<file path="src/rtl/uart_rx_param_if.sv">
// rtl/uart_rx_param_if.sv - received-word ready/valid channel of uart_rx_param
// master drives the held word and its flags; slave returns out_ready.
interface uart_rx_param_if #(
   parameter int DATA_BITS = 8
);
   logic [DATA_BITS-1:0] out_data;
   logic                 out_valid;
   logic                 out_ready;
   logic                 frame_err;
   logic                 parity_err;

   modport master (
      output out_data, out_valid, frame_err, parity_err,
      input  out_ready
   );

   modport slave (
      input  out_data, out_valid, frame_err, parity_err,
      output out_ready
   );
endinterface

</file>
<file path="src/rtl/uart_rx_param.sv">
// rtl/uart_rx_param.sv - parametrised UART receiver with one-entry holding register
// Optional UART_RX_MAJORITY_EN: 3-tap majority vote at every sample point.
module uart_rx_param #(
   parameter int CLK_DIV   = 435,
   parameter int DATA_BITS = 8,
   parameter int PARITY    = 0,
   parameter int STOP_BITS = 1
) (
   input  logic             clk,
   input  logic             reset,
   input  logic             uart_in,
   uart_rx_param_if.master  m_if,
   output logic             overrun,
   output logic             busy
);
   localparam int CW = $clog2(CLK_DIV);
   localparam logic [CW-1:0] FULL_RELOAD = CW'(CLK_DIV - 1);
   localparam logic [CW-1:0] HALF_RELOAD = CW'(CLK_DIV / 2 - 1);

   typedef enum logic [2:0] {S_IDLE, S_START, S_DATA, S_PAR, S_STOP} state_t;

   logic [1:0]           sync_q;
   logic                 rxs;
   logic                 rxs_prev_q;
   logic                 sample_bit;
   state_t               state_q;
   logic [CW-1:0]        cnt_q;
   logic [3:0]           bits_q;
   logic [DATA_BITS-1:0] shift_q;
   logic                 par_q;
   logic                 perr_q;
   logic                 ferr_q;
   logic                 busy_q;
   logic                 overrun_q;
   logic [DATA_BITS-1:0] data_q;
   logic                 valid_q;
   logic                 fe_q;
   logic                 pe_q;
   logic                 tick_d;
   logic                 stop_fe_d;

   always_ff @(posedge clk or posedge reset) begin
      if (reset) begin
         sync_q     <= 2'b11;
         rxs_prev_q <= 1'b1;
      end else begin
         sync_q     <= {sync_q[0], uart_in};
         rxs_prev_q <= sync_q[1];
      end
   end

   assign rxs = sync_q[1];

`ifdef UART_RX_MAJORITY_EN
   logic [1:0] tap_q;

   always_ff @(posedge clk or posedge reset) begin
      if (reset) tap_q <= 2'b11;
      else       tap_q <= {tap_q[0], rxs};
   end

   assign sample_bit = (rxs & tap_q[0]) | (rxs & tap_q[1]) | (tap_q[0] & tap_q[1]);
`else
   assign sample_bit = rxs;
`endif

   assign tick_d    = (cnt_q == '0);
   assign stop_fe_d = ferr_q | ~sample_bit;

   always_ff @(posedge clk or posedge reset) begin
      if (reset) begin
         state_q   <= S_IDLE;
         cnt_q     <= '0;
         bits_q    <= '0;
         shift_q   <= '0;
         par_q     <= 1'b0;
         perr_q    <= 1'b0;
         ferr_q    <= 1'b0;
         busy_q    <= 1'b0;
         overrun_q <= 1'b0;
         data_q    <= '0;
         valid_q   <= 1'b0;
         fe_q      <= 1'b0;
         pe_q      <= 1'b0;
      end else begin
         overrun_q <= 1'b0;
         if (valid_q && m_if.out_ready) valid_q <= 1'b0;

         case (state_q)
            S_IDLE: begin
               if (rxs_prev_q && !rxs) begin
                  cnt_q   <= HALF_RELOAD;
                  state_q <= S_START;
                  busy_q  <= 1'b1;
               end
            end
            S_START: begin
               if (!tick_d) begin
                  cnt_q <= cnt_q - 1'b1;
               end else if (sample_bit) begin
                  state_q <= S_IDLE;
                  busy_q  <= 1'b0;
               end else begin
                  state_q <= S_DATA;
                  cnt_q   <= FULL_RELOAD;
                  bits_q  <= 4'(DATA_BITS - 1);
                  par_q   <= 1'b0;
                  perr_q  <= 1'b0;
                  ferr_q  <= 1'b0;
               end
            end
            S_DATA: begin
               if (!tick_d) begin
                  cnt_q <= cnt_q - 1'b1;
               end else begin
                  cnt_q   <= FULL_RELOAD;
                  shift_q <= {sample_bit, shift_q[DATA_BITS-1:1]};
                  par_q   <= par_q ^ sample_bit;
                  if (bits_q != '0) begin
                     bits_q <= bits_q - 1'b1;
                  end else if (PARITY != 0) begin
                     state_q <= S_PAR;
                  end else begin
                     state_q <= S_STOP;
                     bits_q  <= 4'(STOP_BITS - 1);
                  end
               end
            end
            S_PAR: begin
               if (!tick_d) begin
                  cnt_q <= cnt_q - 1'b1;
               end else begin
                  // Odd mode expects data XOR parity bit to be 1.
                  perr_q  <= ((par_q ^ sample_bit) != (PARITY == 2));
                  cnt_q   <= FULL_RELOAD;
                  state_q <= S_STOP;
                  bits_q  <= 4'(STOP_BITS - 1);
               end
            end
            S_STOP: begin
               if (!tick_d) begin
                  cnt_q <= cnt_q - 1'b1;
               end else begin
                  cnt_q <= FULL_RELOAD;
                  if (bits_q != '0) begin
                     ferr_q <= stop_fe_d;
                     bits_q <= bits_q - 1'b1;
                  end else begin
                     // Back to IDLE mid stop bit so a back-to-back start edge is seen.
                     state_q <= S_IDLE;
                     busy_q  <= 1'b0;
                     if (!valid_q || m_if.out_ready) begin
                        data_q  <= shift_q;
                        fe_q    <= stop_fe_d;
                        pe_q    <= perr_q;
                        valid_q <= 1'b1;
                     end else begin
                        overrun_q <= 1'b1;
                     end
                  end
               end
            end
            default: begin
               state_q <= S_IDLE;
               busy_q  <= 1'b0;
            end
         endcase
      end
   end

   assign m_if.out_data   = data_q;
   assign m_if.out_valid  = valid_q;
   assign m_if.frame_err  = fe_q;
   assign m_if.parity_err = pe_q;
   assign overrun         = overrun_q;
   assign busy            = busy_q;
endmodule

</file>
<file path="src/flat_wrapper.sv">
// flat-port wrapper written by rule: the top's interface ports become plain ports
module uart_rx_param_flat 
#(
   parameter int CLK_DIV   = 435,
   parameter int DATA_BITS = 8,
   parameter int PARITY    = 0,
   parameter int STOP_BITS = 1
)
  (clk, reset, uart_in, overrun, busy, m_if_out_data, m_if_out_valid, m_if_frame_err, m_if_parity_err, m_if_out_ready);
  uart_rx_param_if #(.DATA_BITS(DATA_BITS)) m_if_i ();
  input  logic clk;
  input  logic reset;
  input  logic uart_in;
  output logic overrun;
  output logic busy;
  output wire logic [$bits(m_if_i.out_data)-1:0] m_if_out_data;
  output wire logic [$bits(m_if_i.out_valid)-1:0] m_if_out_valid;
  output wire logic [$bits(m_if_i.frame_err)-1:0] m_if_frame_err;
  output wire logic [$bits(m_if_i.parity_err)-1:0] m_if_parity_err;
  input wire logic [$bits(m_if_i.out_ready)-1:0] m_if_out_ready;
  assign m_if_out_data = m_if_i.out_data;
  assign m_if_out_valid = m_if_i.out_valid;
  assign m_if_frame_err = m_if_i.frame_err;
  assign m_if_parity_err = m_if_i.parity_err;
  assign m_if_i.out_ready = m_if_out_ready;
  uart_rx_param #(.CLK_DIV(CLK_DIV), .DATA_BITS(DATA_BITS), .PARITY(PARITY), .STOP_BITS(STOP_BITS)) u_core (.clk(clk), .reset(reset), .uart_in(uart_in), .m_if(m_if_i), .overrun(overrun), .busy(busy));
endmodule
</file>
<file path="config.mk">
export PLATFORM = sky130hd
export DESIGN_NAME = uart_rx_param_flat
export DESIGN_NICKNAME = d
export VERILOG_FILES = /design/src/rtl/uart_rx_param_if.sv /design/src/rtl/uart_rx_param.sv /design/src/flat_wrapper.sv
export SDC_FILE = /design/constraint.sdc
export NUM_CORES = 1
export LEC_CHECK = 0
export ABC_CLOCK_PERIOD_IN_PS = 2900
export BUFFER_PORTS_ARGS = -buffer_cell sky130_fd_sc_hd__buf_2
export CAP_MARGIN = 0
export CORE_MARGIN = 1.5
export CORE_UTILIZATION = 53
export CTS_CLUSTER_DIAMETER = 200
export DETAILED_ROUTE_END_ITERATION = 8
export PLACE_DENSITY = 0.77
export SETUP_SLACK_MARGIN = 0.15
export SYNTH_ARGS = -nofsm -noshare
export SYNTH_HDL_FRONTEND = slang
export SYNTH_SLANG_ARGS = --single-unit
</file>
<file path="constraint.sdc">
create_clock -name clk -period 2.9 [get_ports clk]
set_input_delay 0.145 -clock clk [delete_from_list [all_inputs] [get_ports clk]]
set_output_delay 0.145 -clock clk [all_outputs]
set_load 0.03 [all_outputs]
</file>
==> Yosys cells after proc, flatten, opt, wreduce, memory -nomap -nowiden <==
Cells that the tools add are included.
{ "word_totals": {"word_cells": 106, "out_inout_bits": 13, "inputBits": 4, "register_bits": 43} }
{ "op_classes": {"bitwise_logic": 5, "addsub": 2, "mux": 45, "eq_ne": 15, "n_reduce_logical": 24} }
{ "op_table": {"columns": ["operator", "n"], "rows": [
  ["$mux W9", 4],
  ["$mux W4", 7],
  ["$pmux W9 S3", 1],
  ["$mux W3", 7],
  ["$mux W1", 19],
  ["$pmux W4 S4", 1],
  ["$pmux W3 S5", 1],
  ["$ne A2 B1 Y1 const B", 7],
  ["$reduce_and A7 Y1", 2],
  ["$reduce_and A4 Y1", 3],
  ["$logic_not A9 Y1", 1],
  ["$sub A9 B1 Y9 const B", 1],
  ["$reduce_bool A4 Y1", 2],
  ["$eq A3 B2 Y1 const B", 2],
  ["$ne A2 B2 Y1 const B", 3],
  ["$pmux W1 S2", 3],
  ["$reduce_and A6 Y1", 1],
  ["$reduce_bool A2 Y1", 3],
  ["$reduce_and A5 Y1", 1],
  ["$pmux W1 S4", 1],
  ["$sub A4 B1 Y4 const B", 1],
  ["$eq A3 B1 Y1 const B", 1],
  ["$eq A3 B3 Y1 const B", 1],
  ["$logic_not A3 Y1", 1],
  ["13 further kinds", 17]
]} }

==> Logic depth before layout (Yosys ltp) <==
{ "logic_depth": {"depth_word": 6, "ltp_mapped": 7, "depth_no_buf": 6} }

==> Worst setup path after synthesis <==
OpenSTA, ideal clock, no wires.
{ "synth_timing": {"path_kind": "register -> register", "startpoint": "register u_core.cnt_q[0]", "endpoint": "register u_core.fe_q (netlist: u_core.m_if.frame_err)", "arrival_ns": 1.897, "required_time_ns": 2.775, "path_stages_with_launch": 8, "setup_slack_ns": 0.878, "cell_sequence": "dfrtp_1 -> inv_1 -> ha_1 -> nor3b_2 -> nand3_2 -> nor3b_2 -> buf_4 -> mux2_2"} }
{ "synth_via": {"elab_chain_cells": 2} }
{ "synth_rtl": {"columns": ["item", "line_no", "source"], "rows": [
  ["start, declared", "uart_rx_param.sv:27", "logic [CW-1:0] cnt_q;"],
  ["start signal, assigned", "uart_rx_param.sv:99", "cnt_q <= cnt_q - 1'b1;"],
  ["start signal, assigned", "uart_rx_param.sv:114", "cnt_q <= cnt_q - 1'b1;"],
  ["start signal, assigned", "uart_rx_param.sv:131", "cnt_q <= cnt_q - 1'b1;"],
  ["$logic_not A9 Y1", "uart_rx_param.sv:67", "assign tick_d = (cnt_q == '0);"],
  ["$reduce_and A4 Y1 (no source line)", null, null],
  ["end signal, assigned", "uart_rx_param.sv:154", "fe_q <= stop_fe_d;"],
  ["end, declared", "uart_rx_param.sv:37", "logic fe_q;"]
]} }
Every way passes these cells.
A chain may end at the register's enable or synchronous reset.

==> Worst setup path after layout <==
{ "layout_timing": {"startpoint": "register u_core.bits_q[0]", "endpoint": "register u_core.data_q[1] (netlist: u_core.m_if.out_data[1])"} }
{ "layout_via": {"elab_chain_cells": 3} }
{ "layout_rtl": {"columns": ["item", "line_no", "source"], "rows": [
  ["start, declared", "uart_rx_param.sv:28", "logic [3:0] bits_q;"],
  ["start signal, assigned", "uart_rx_param.sv:106", "bits_q <= 4'(DATA_BITS - 1);"],
  ["start signal, assigned", "uart_rx_param.sv:120", "bits_q <= bits_q - 1'b1;"],
  ["start signal, assigned", "uart_rx_param.sv:125", "bits_q <= 4'(STOP_BITS - 1);"],
  ["$reduce_bool A4 Y1", "uart_rx_param.sv:145", "if (bits_q != '0) begin"],
  ["$not A1 Y1 (no source line)", null, null],
  ["$reduce_and A4 Y1 (no source line)", null, null],
  ["end signal, assigned", "uart_rx_param.sv:153", "data_q <= shift_q;"],
  ["end, declared", "uart_rx_param.sv:35", "logic [DATA_BITS-1:0] data_q;"]
]} }
Every way passes these cells.

==> flow_summary.yaml <==
floorplanning:
  fp.dieH_um: 67.1
  rows: 23
  die_area_mm2: 0.00450
  initial_core_util_pct: 54.8
  ioPinCount: 17
  die_w_um: 67.1
  core_region_area_mm2: 0.00397
flow_run:
  maxCapViolations: 0
final_layout:
  antenna_cells: 0
  area_growth_pct: 11.0
  nNetsFinal: 216
  finalInstanceArea_mm2: 0.00242
  layout-drive-gt1-share_pct: 31.4
route:
  wl_um: 4090
  vias: 1589
  drc_errors: 0
  drt_iter0_markers: 72
  first_pass_iters: 4
  drtAntennaViolNets: 0
  wl_per_cell_um: 15.7
  viasPerCell: 6.11
clock_tree:
  cts_tree: "done"
  h-tree-depth: 2
  root_buffer: "clkbuf_8"
  ctsLongestPathBuffers: 2
  clock-sinks: 43
  insertion_delay_ps: 290
  cts_buffers: 5
  cts_resized: 0
  clk_pin_slew_ps: 80
place:
  place_ws_ps: 631
  placed_cell_area_mm2: 0.00230
  dp_hpwl_um: 2920
  port_buffers: 16
  place_congestion: 0.820
pwr:
  p_int_mw: 1.03
  power_density_mw_per_mm2: 658
  vdd_drop_max_mv: 0.379
  sw_frac_of_total_pct: 35.0
  power_mw: 1.59
  p_comb_share_pct: 27.3
  clockPowerShare_pct: 24.0
  pwr-share-seq_pct: 48.7
  power_leakage_nw: 1.12
  switchingPower_mw: 0.557
synthesis:
  synth_top_area_share_pct: 46.0
  synth.distinct_cells: 54
  syn_area_per_cell_um2: 11.5
  yosysTopAreaCell: "dfrtp_1"
  syn_inst: 189
  synth-edff-count: 0
  synth_area_leaders: "dfrtp_1, mux2_2, dfstp_2, o31ai_1, nor3_1"
  synth-main-ff-cell: "dfrtp_1"
  synth_async_sr_flop_share_pct: 100
  ys_ff_latch: 43
  ys_seq_area_share_pct: 49.6
  yosys_warnings: 0
  synth_nets: 196
  synth_area_mm2: 0.00218
timing:
  fin_ws_ps: 617
  relSlewSlack_pct: 57.2
  finalHoldViolCount: 0
  drv_slew: 0
  min_period_over_period_pct: 78.7
  setup_viol: 0
  rsz0062_at_grt: "false"
  fin_skew_ps: 6.66
  fin_tns_setup_ps: 0
  max_freq_mhz: 438
  period_minus_slack_ps: 2280
  worstMarginPinSlew_ps: 637
worst_setup_path:
  r2r_cells: 7
  crit_fanout: 10
  worstSetupPathType: "flop to flop"
  worstPathArrival_ps: 2460
  cp-end-kind: "flop"
  cp_slowest_cell: "nor3b_1"
  crit_path_max_incr_delay_ps: 510
  critical_path.cell_chain: "inv_1 -> ha_1 -> nor3b_1 -> nand2_1 -> nor3b_2 -> buf_4 -> mux2_2"
  startpoint_type: "flop"
  cp.required_ps: 3080
global_routing:
  grt_pass1_wl_um: 6760
  grt_usage_pct: 19.9
  grt-ovfl-total: 0
  antenna_found_initial: 0
  grt_start_max_net_pins: 44
  grt_pass1_vias: 1478
outcome:
  status: "finished clean"
worst_hold_path:
  hold_path_class: "primary input to flop"
  hold_path_depth: 3
what timing repair did:
item,4_1_cts,5_1_grt
setup endpoints to repair,0,0
hold buffers,2,0
buffers inserted,0,0
hold endpoints to repair,16,0
area by class of cell:
class                      count  area (um2)
sequential                    43        1080
fill                         335        1560
multi-input combinational    128        1020
clock buffer                   5        68.8
tap                           50        62.6
clock inverter                 3        23.8
inverter                      10        37.5
timing repair buffer          21         123
state kept, by name (all words and copies together) (netlist names):
| signal | cells |
|---|---|
| u_core.cnt_q | 9 |
| u_core.m_if.out_data | 8 |
| u_core.shift_q | 8 |
| u_core.bits_q | 4 |
| u_core.state_q | 3 |
| u_core.sync_q | 2 |
| u_core.busy | 1 |
| u_core.ferr_q | 1 |
| u_core.m_if.frame_err | 1 |
| u_core.m_if.out_valid | 1 |
| u_core.m_if.parity_err | 1 |
| u_core.overrun | 1 |
| u_core.par_q | 1 |
| u_core.perr_q | 1 |
| u_core.rxs_prev_q | 1 |
layer usage:
layer	routed length [um]	share of wire, %	global-route usage [%]	vias up
met3	213	5.2	3.89	5
li1	-	-	-	746
met2	2060	50	33.7	56
met4	33	0.81	6.12	0
met1	1790	44	25.4	782
met5	0	0	0	-
power by group through the flow:
stage	clock network, mW	registers (mW)	logic (mW)
floorplan	0	0.735	0.381
global placement	0	0.778	0.405
detailed placement	0	0.784	0.426
CTS	0.396	0.772	0.432
global route	0.421	0.786	0.483
finish	0.382	0.774	0.433
final timing paths:
path                                                 to        startpoint  slack (ps)
max in group asynchronous              u_core.sync_q[0]             reset        2000
worst max-delay path            u_core.m_if.out_data[1]  u_core.bits_q[0]         620
min in group asynchronous               u_core.cnt_q[3]             reset         530
worst min register to register         u_core.sync_q[1]  u_core.sync_q[0]         360
worst min-delay path                     u_core.overrun    m_if_out_ready         170
worst max register to register  u_core.m_if.out_data[1]  u_core.bits_q[0]         620
per-stage QoR:
step	std cells	util [%]	hold slack [ps]
6_report	260	60.8	166
3_3_place_gp	250	58.0	252
3_5_place_dp	250	58.0	252
5_1_grt	260	60.8	191
2_1_floorplan	189	-	149
4_1_cts	260	60.8	155
critical path, delay by kind of cell, from the launching register on:
family / cells / cell delay [ps]
multiplexers: 1 / 360
adder cells (fa/ha/maj): 1 / 170
buffers and inverters: 2 / 310
AND/OR/NAND/NOR: 3 / 920
flip-flops: 1 / 410
placed cells by master, fill, tap and decap left out, types with 4 or more instances in the layout:
cell,count
o211ai_1,4
buf_2,16
nor2_1,9
o21ai_0,8
a21oi_1,5
nor3_1,8
nand2b_1,6
nor3b_1,5
o31ai_1,6
clkbuf_8,5
dfrtp_1,40
nand2_1,5
mux2_2,20
inv_1,10
cells in the mapped netlist, drive strengths merged (2+ instances only):
cell type / n
nor3b: 7
a31oi: 2
or3: 2
ha: 3
o21ai: 10
nor2: 9
nand3: 4
dfrtp: 40
clkbuf: 3
o2111ai: 3
nand2b: 6
nor3: 10
o31ai: 7
a22o: 2
inv: 10
or3b: 3
nand4: 3
a21oi: 5
o221ai: 2
o2bb2ai: 2
nand2: 5
mux2: 20
buf: 5
o211ai: 4
dfstp: 3
logic make-up (layout without fill, tap and decap cells):
group	count (synthesis)	count (layout)	share of synthesized area, %
simple gates	53	53	15.6
fa+ha+maj	3	3	1.72
compound gates	49	49	17.9
flops	43	43	49.6
mux	21	21	10.8
buf+inv	18	39	3.51
xor+xnor	2	2	0.805
Power figures use the tool's default switching activity.
